<file path="config.mk">
export PLATFORM = sky130hd
export DESIGN_NAME = ex_operand_stage
export DESIGN_NICKNAME = d
export VERILOG_FILES = /design/src/rtl/ex_operand_stage.sv
export SDC_FILE = /design/constraint.sdc
export NUM_CORES = 1
export LEC_CHECK = 0
export CAP_MARGIN = 20
export CORE_ASPECT_RATIO = 0.6
export CORE_MARGIN = 5
export CORE_UTILIZATION = 41
export CTS_CLUSTER_DIAMETER = 80
export DETAILED_ROUTE_END_ITERATION = 8
export PLACE_DENSITY = 0.82
export SETUP_SLACK_MARGIN = 0.02
export SKIP_CTS_REPAIR_TIMING = 1
export SYNTH_ARGS = -nofsm -noshare
export SYNTH_HDL_FRONTEND = slang
export SYNTH_SLANG_ARGS = --single-unit
</file>
<file path="constraint.sdc">
create_clock -name clk -period 3.1 [get_ports clk]
set_input_delay 0.62 -clock clk [delete_from_list [all_inputs] [get_ports clk]]
set_output_delay 0.62 -clock clk [all_outputs]
set_load 0.01 [all_outputs]
</file>
<file path="src/rtl/ex_operand_stage.sv">
`default_nettype none
// +--------------------------------------------------------------------------+
// | Module   : ex_operand_stage                                              |
// | Purpose  : ID/EX pipeline register for the RV32I core. Captures decoded  |
// |            fields, derives the ALU op, resolves EX/MEM and MEM/WB        |
// |            forwarding, masks shift amounts and flags load-use hazards.   |
// | Revision : 1.0 - initial release                                         |
// +--------------------------------------------------------------------------+
module ex_operand_stage #(
  parameter int XLEN = 32
) (
  input  logic            clk,
  input  logic            rst,
  input  logic            stall,
  input  logic            flush,
  input  logic            id_valid,
  input  logic [XLEN-1:0] id_pc,
  input  logic [XLEN-1:0] id_rs1_val,
  input  logic [XLEN-1:0] id_rs2_val,
  input  logic [XLEN-1:0] id_imm,
  input  logic [4:0]      id_rs1,
  input  logic [4:0]      id_rs2,
  input  logic [4:0]      id_rd,
  input  logic [2:0]      id_funct3,
  input  logic            id_funct7b5,
  input  logic [1:0]      id_alu_mode,
  input  logic            id_a_sel,
  input  logic            id_b_sel,
  input  logic            id_reg_write,
  input  logic            id_is_load,
  input  logic [4:0]      exm_rd,
  input  logic [4:0]      wb_rd,
  input  logic            exm_reg_write,
  input  logic            wb_reg_write,
  input  logic [XLEN-1:0] exm_result,
  input  logic [XLEN-1:0] wb_result,
  output logic            ex_valid,
  output logic [XLEN-1:0] alu_a,
  output logic [XLEN-1:0] alu_b,
  output logic [3:0]      alu_op,
  output logic [XLEN-1:0] ex_store_data,
  output logic [XLEN-1:0] ex_pc,
  output logic [4:0]      ex_rd,
  output logic            ex_reg_write,
  output logic            ex_is_load,
  output logic            load_use_hazard
);

  localparam logic [1:0] MODE_ADD = 2'b00;
  localparam logic [1:0] MODE_REG = 2'b01;
  localparam logic [1:0] MODE_SUB = 2'b11;

  localparam logic [3:0] OP_ADD  = 4'd0;
  localparam logic [3:0] OP_SLL  = 4'd1;
  localparam logic [3:0] OP_SLT  = 4'd2;
  localparam logic [3:0] OP_SLTU = 4'd3;
  localparam logic [3:0] OP_XOR  = 4'd4;
  localparam logic [3:0] OP_SRL  = 4'd5;
  localparam logic [3:0] OP_SRA  = 4'd6;
  localparam logic [3:0] OP_OR   = 4'd7;
  localparam logic [3:0] OP_AND  = 4'd8;
  localparam logic [3:0] OP_SUB  = 4'd9;

  // Stage storage
  logic [XLEN-1:0] rs1_val, rs2_val, imm;
  logic [4:0]      rs1, rs2;
  logic            a_sel, b_sel;
  logic [3:0]      next_op;
  logic [XLEN-1:0] fwd_rs1, fwd_rs2, b_raw;

  // ALU op decode from the instruction in the decode slot
  always_comb begin
    next_op = OP_ADD;
    if (id_alu_mode == MODE_SUB) begin
      next_op = OP_SUB;
    end else if (id_alu_mode != MODE_ADD) begin
      case (id_funct3)
        3'b000:  next_op = (id_alu_mode == MODE_REG && id_funct7b5) ? OP_SUB : OP_ADD;
        3'b001:  next_op = OP_SLL;
        3'b010:  next_op = OP_SLT;
        3'b011:  next_op = OP_SLTU;
        3'b100:  next_op = OP_XOR;
        3'b101:  next_op = id_funct7b5 ? OP_SRA : OP_SRL;
        3'b110:  next_op = OP_OR;
        default: next_op = OP_AND;
      endcase
    end
  end

  // A load in EX whose rd is needed by the decoding instruction; rs2 is
  // compared even when the instruction uses the immediate (conservative).
  assign load_use_hazard = ex_valid & ex_is_load & (ex_rd != 5'd0) & id_valid &
                           (((~id_a_sel) & (id_rs1 == ex_rd)) | (id_rs2 == ex_rd));

  // Stage register: reset, flush, stall, hazard bubble, then capture
  always_ff @(posedge clk) begin
    if (rst || flush || (!stall && load_use_hazard)) begin
      ex_valid     <= 1'b0;
      ex_pc        <= '0;
      rs1_val      <= '0;
      rs2_val      <= '0;
      imm          <= '0;
      rs1          <= '0;
      rs2          <= '0;
      ex_rd        <= '0;
      alu_op       <= OP_ADD;
      a_sel        <= 1'b0;
      b_sel        <= 1'b0;
      ex_reg_write <= 1'b0;
      ex_is_load   <= 1'b0;
    end else if (!stall) begin
      ex_valid     <= id_valid;
      ex_pc        <= id_pc;
      rs1_val      <= id_rs1_val;
      rs2_val      <= id_rs2_val;
      imm          <= id_imm;
      rs1          <= id_rs1;
      rs2          <= id_rs2;
      ex_rd        <= id_rd;
      alu_op       <= next_op;
      a_sel        <= id_a_sel;
      b_sel        <= id_b_sel;
      ex_reg_write <= id_reg_write & id_valid;
      ex_is_load   <= id_is_load & id_valid;
    end
  end

  // Operand forwarding: the younger EX/MEM result takes priority over MEM/WB
  always_comb begin
    fwd_rs1 = rs1_val;
    if (exm_reg_write && exm_rd != 5'd0 && exm_rd == rs1)
      fwd_rs1 = exm_result;
    else if (wb_reg_write && wb_rd != 5'd0 && wb_rd == rs1)
      fwd_rs1 = wb_result;

    fwd_rs2 = rs2_val;
    if (exm_reg_write && exm_rd != 5'd0 && exm_rd == rs2)
      fwd_rs2 = exm_result;
    else if (wb_reg_write && wb_rd != 5'd0 && wb_rd == rs2)
      fwd_rs2 = wb_result;
  end

  // Operand muxing; shift ops only see the low five bits of b
  always_comb begin
    alu_a = a_sel ? ex_pc : fwd_rs1;
    b_raw = b_sel ? imm : fwd_rs2;
    if (alu_op == OP_SLL || alu_op == OP_SRL || alu_op == OP_SRA)
      alu_b = {{(XLEN-5){1'b0}}, b_raw[4:0]};
    else
      alu_b = b_raw;
  end

  assign ex_store_data = fwd_rs2;

endmodule
`default_nettype wire

</file>
* After elaboration in Yosys (flattened, before gate mapping)
Cells that the tools add are included.
** Storage, ports and cells
- Bits in registers :: 152
- Output and inout bits :: 141
** Operators by class
- Equal/unequal tests :: 17
- Mux-type cells :: 12
- Bitwise logic cells :: 9
- Reduce and logical (&&, ||, !) cells :: 18
** Operators by type and width (count)
- $mux W32 :: 7
- $eq A5 B5 Y1 :: 6
- $pmux W4 S7 :: 1
- $reduce_bool A5 Y1 :: 3
- $mux W4 :: 3
- $eq A3 B3 Y1 const B :: 3
- $eq A4 B3 Y1 const B :: 2
- $logic_and A1 B1 Y1 :: 8
- $and A1 B1 Y1 :: 7
- $eq A3 B2 Y1 const B :: 2
- $eq A4 B1 Y1 const B :: 1
- $logic_or A1 B1 Y1 :: 4
- $eq A3 B1 Y1 const B :: 1
- $logic_not A3 Y1 :: 1
- $eq A2 B1 Y1 const B :: 1
- $eq A2 B2 Y1 const B :: 1
- $mux W2 :: 1
- $reduce_bool A2 Y1 :: 1
- $logic_not A1 Y1 :: 1
- $not A1 Y1 :: 1
- $or A1 B1 Y1 :: 1

* Longest topological paths before layout
- Depth in word-level cells :: 7
- Gate-level depth with buffers :: 8
- Gate-level depth less buffers :: 5

* Worst setup path before layout
Ideal clock, no wire load.
- Path type :: input to output
- Start point :: input exm_rd[1]
- End point :: output alu_b[11]
- Arrival time :: 2.165 ns
- Slack :: 0.315 ns
- Cell stages on the path :: 7
- Path through :: or4_1 o21ai_2 or3_1 buf_2 nand2_1 clkbuf_1 o21ai_0
** On the way
- Word-level cells in the longest chain between the ends :: 6
** Ends and longest elaborated chain
- start: declaration :: RTL line 31 : input logic [4:0] exm_rd,
- $reduce_bool A5 Y1 :: RTL line 137 : if (exm_reg_write && exm_rd != 5'd0 && exm_rd == rs2)
- $logic_and A1 B1 Y1 :: RTL line 137
- $logic_and A1 B1 Y1 * :: RTL line 137
- $mux W32 * :: RTL line 137
- $mux W32 * :: RTL line 146 : b_raw = b_sel ? imm : fwd_rs2;
- $mux W32 * :: RTL line 147 : if (alu_op == OP_SLL || alu_op == OP_SRL || alu_op == OP_SRA)
- end: declaration :: RTL line 39 : output logic [XLEN-1:0] alu_b,
Every way passes the cells marked *; elsewhere a longest branch is shown, timed or not.

* Worst setup path after layout
- Start point :: input wb_rd[0]
- End point :: output ex_store_data[3]
** On the way
- Word-level cells in the longest chain between the ends :: 5
** Ends and longest elaborated chain
- start: declaration :: RTL line 32 : input logic [4:0] wb_rd,
- $reduce_bool A5 Y1 :: RTL line 139 : else if (wb_reg_write && wb_rd != 5'd0 && wb_rd == rs2)
- $logic_and A1 B1 Y1 :: RTL line 139
- $logic_and A1 B1 Y1 * :: RTL line 139
- $mux W32 * :: RTL line 139
- $mux W32 * :: RTL line 137
- end: declaration :: RTL line 41 : output logic [XLEN-1:0] ex_store_data,
Marked as above.

==> metrics.txt <==
Largest delay share family, worst path buffers and inverters; Max stage delay cell, worst path or4_4; clock skew 17.0 ps; slowest cell delay on critical path 550 ps; Synth top area share 0.411; total number of vias just over 8k; antenna cells 0; syn avg cell area 9.75 sq um; crit end category primary output; Skew-Pair Late Insertion Delay 410 ps; DP HPWL about 23000 um; post-synth cell types 35; Clock Path Buffers 2; routability congestion estimate 0.901; vias in the first global route 8160; total gr overflow 0; prevailing post-synth register cell dfxtp_1; failing checks setup timing; CP Max Fanout 6; Worst Path Buf+Inv 6; Setup TNS -2.97 ps; layout cells sized above 1 0.249; largest net degree at the start of global routing 94; Synth Area in Compound Gates 0.334; Post-Place Cells 1360; Port Buffer Count ~370; #FFs+latches synth 152; CTS tree yes; routing usage on met1 0.365; num rows 38; mux cell area share after synthesis 0.0865; GRT met3 Usage 0.0768; relative slew slack 0.565; Worst-Margin Slew 652 ps; first-pass GRT wire length approximately 47000 um; core area 0.0179 sq mm; die area roughly 0.021 sq mm; Syn Inst Count 759; Post-synth EDFFs 0; CTS H-tree lvls 4; DRT iter0 DRCs 683; drt wl/cell around 23 um; Pleak 5.53 nW; largest family of logic cells by synthesized area compound AO/OA/AOI/OAI gates; Synth area leaders dfxtp_1 (41%), a22o_1 (18%), mux2i_1 (8.7%); adder-cell share of the synthesized area 0; setup ws final -2.97 ps; Die W 183 um; crit path kind in -> out; run status finished with violations; Worst-path clk slew 70 ps; Syn Std Cell Area roughly 0.0074 sq mm; Tmin final between 3000 and 4000 ps; RSZ-0062 raised after global routing true; crit path DAT 2480 ps; Final Hold Vio Count 0; Syn. warnings 0; Req. time, crit path 2480 ps; crit-path cells buf_8, or4_4, nand2_4, a211oi_4, buf_12, buf_12, buf_8, mux2i_4, buf_6, a21oi_2, buf_2; Place WS -769 ps; grt met2 use 0.462; Pwr per Cell Area just under 400 mW/mm^2; Synth Area in Simple Gates 0.0722; initial antenna violation count 0; WL final 32500 um; Min-Delay Path Class reg -> reg; busiest layer in global routing met2; # setup viols final 1; CP startpoint kind input pin; fmax 322 MHz; Initial Utilization 0.414; Remaining DRCs 0; CTS Buf Count 17; clk root buf clkbuf_16; Avg Vias per Cell 5.72; nets 1399; total track usage 0.282; post-synth top area cell dfxtp_1; syn nets 993; Area Growth Syn to Fin 75.8%; Final Max Tran Viols 0; IO Pins approximately 380; maxcap violations 0; post-layout util 0.728; Tcrit/Tclk final 1.00; clk sinks roughly 150; Die Y 114 um; Post-synth ARST share 0; post-synthesis sequential area ratio 0.411; fin cells around 1.4k; Antenna Nets Post-Route 0; XOR/XNOR share of the synthesized area 0.0343; Max IR drop VDD just over 0.3 mV; first-pass iteration count of the detailed router 7; Layout fillers 1304
[cells in the mapped netlist (2+ instances only)]
cell      instances
o31ai_1           8
a21oi_1          43
a221oi_2         22
clkbuf_1         45
a32o_1            4
xnor2_1          26
inv_1            31
or3_1             2
o311a_1           2
nor3_1           31
mux2i_1          64
buf_2            22
or4_1             2
nand3_1           7
dfxtp_1         152
o21ai_0          33
a221oi_1          7
nand2_1          14
a211oi_2          2
a22o_1          148
nor2_1           40
nand2b_1          9
a32oi_1          27
xor2_1            3
buf_6             5
[area by class of cell]
type / instances / area [sq um] / area share
Clock inverter: 14 / 114 / 0.00875
Timing Repair Buffer: 460 / 4560 / 0.350
Clock buffer: 18 / 439 / 0.0337
Sequential cell: 152 / 3060 / 0.235
Tap cell: 240 / 300 / 0.0231
Inverter: 31 / 116 / 0.00894
Multi-Input combinational cell: 503 / 4430 / 0.340
[worst paths after layout]
path                     from               end  slack [ps]  cells after the start
setup / recovery     wb_rd[0]  ex_store_data[3]          -3                     11
setup reg to reg     ex_rd[1]           imm[27]        1060                      6
hold reg to reg   rs1_val[19]       rs1_val[19]         480                      1
hold / removal    rs1_val[19]       rs1_val[19]         480                      1
[logic make-up (layout without fill, tap and decap cells)]
logic type,after synthesis,count (layout)
AO/OA/AOI/OAI,299,299
AND/OR/NAND/NOR,111,111
XOR/XNOR,29,29
buffers and inverters,104,523
flip-flops,152,152
multiplexers,64,64
[per-stage QoR]
step / hold slack [ps] / area [sq um] / total power [mW]
finish: 476 / 13000 / 5.09
floorplan: 442 / 7400 / 2.43
detailed placement: 459 / 11800 / 3.10
CTS: 476 / 12300 / 5.09
global route: 493 / 13000 / 5.27
global placement: 448 / 11800 / 3.08
[power by group]
part | internal [mW] | switching, mW | leakage, nW
clock network | 1.07 | 0.935 | 0.267
registers | 2.02 | 0.0602 | 1.24
logic | 0.584 | 0.427 | 4.02
[registers in the layout (all words and copies together) (netlist names)]
register      flops
ex_reg_write      1
b_sel             1
alu_op            4
rs1_val          32
rs2               5
rs2_val          32
a_sel             1
ex_is_load        1
rs1               5
ex_valid          1
imm              32
ex_rd             5
ex_pc            32
[placed cells by master, fill, tap and decap left out, types with 4 or more instances in the layout]
cell | synthesis | layout
mux2i_4 | 0 | 8
a221oi_4 | 0 | 4
clkbuf_16 | 0 | 20
nand3_1 | 7 | 5
a22o_1 | 148 | 148
a32oi_2 | 0 | 14
clkbuf_2 | 0 | 29
nand2_1 | 14 | 12
dfxtp_2 | 0 | 4
buf_6 | 5 | 12
mux2i_2 | 0 | 13
a32o_1 | 4 | 4
xnor2_2 | 0 | 7
nor3_1 | 31 | 29
buf_4 | 0 | 47
a32oi_1 | 27 | 13
o31ai_1 | 8 | 6
buf_12 | 0 | 20
o21ai_1 | 0 | 17
a21oi_2 | 0 | 6
nor2_1 | 40 | 37
a21oi_1 | 43 | 36
dlymetal6s2s_1 | 0 | 42
buf_8 | 0 | 6
o21ai_0 | 33 | 14
mux2i_1 | 64 | 43
nand2b_1 | 9 | 9
clkdlybuf4s50_1 | 0 | 265
buf_2 | 22 | 36
a221oi_2 | 22 | 23
inv_1 | 31 | 31
xnor2_1 | 26 | 19
dfxtp_1 | 152 | 145
inv_6 | 0 | 7
[routing by layer]
| metal | wire length, um | share of wire | up-vias |
|---|---|---|---|
| met5 | 0 | 0 | - |
| met4 | 788 | 0.024 | 0 |
| met3 | 2960 | 0.091 | 59 |
| met2 | 15200 | 0.47 | 422 |
| met1 | 13500 | 0.42 | 3900 |
| li1 | - | - | 3735 |
No activity file was read; power rests on OpenSTA's default activity.
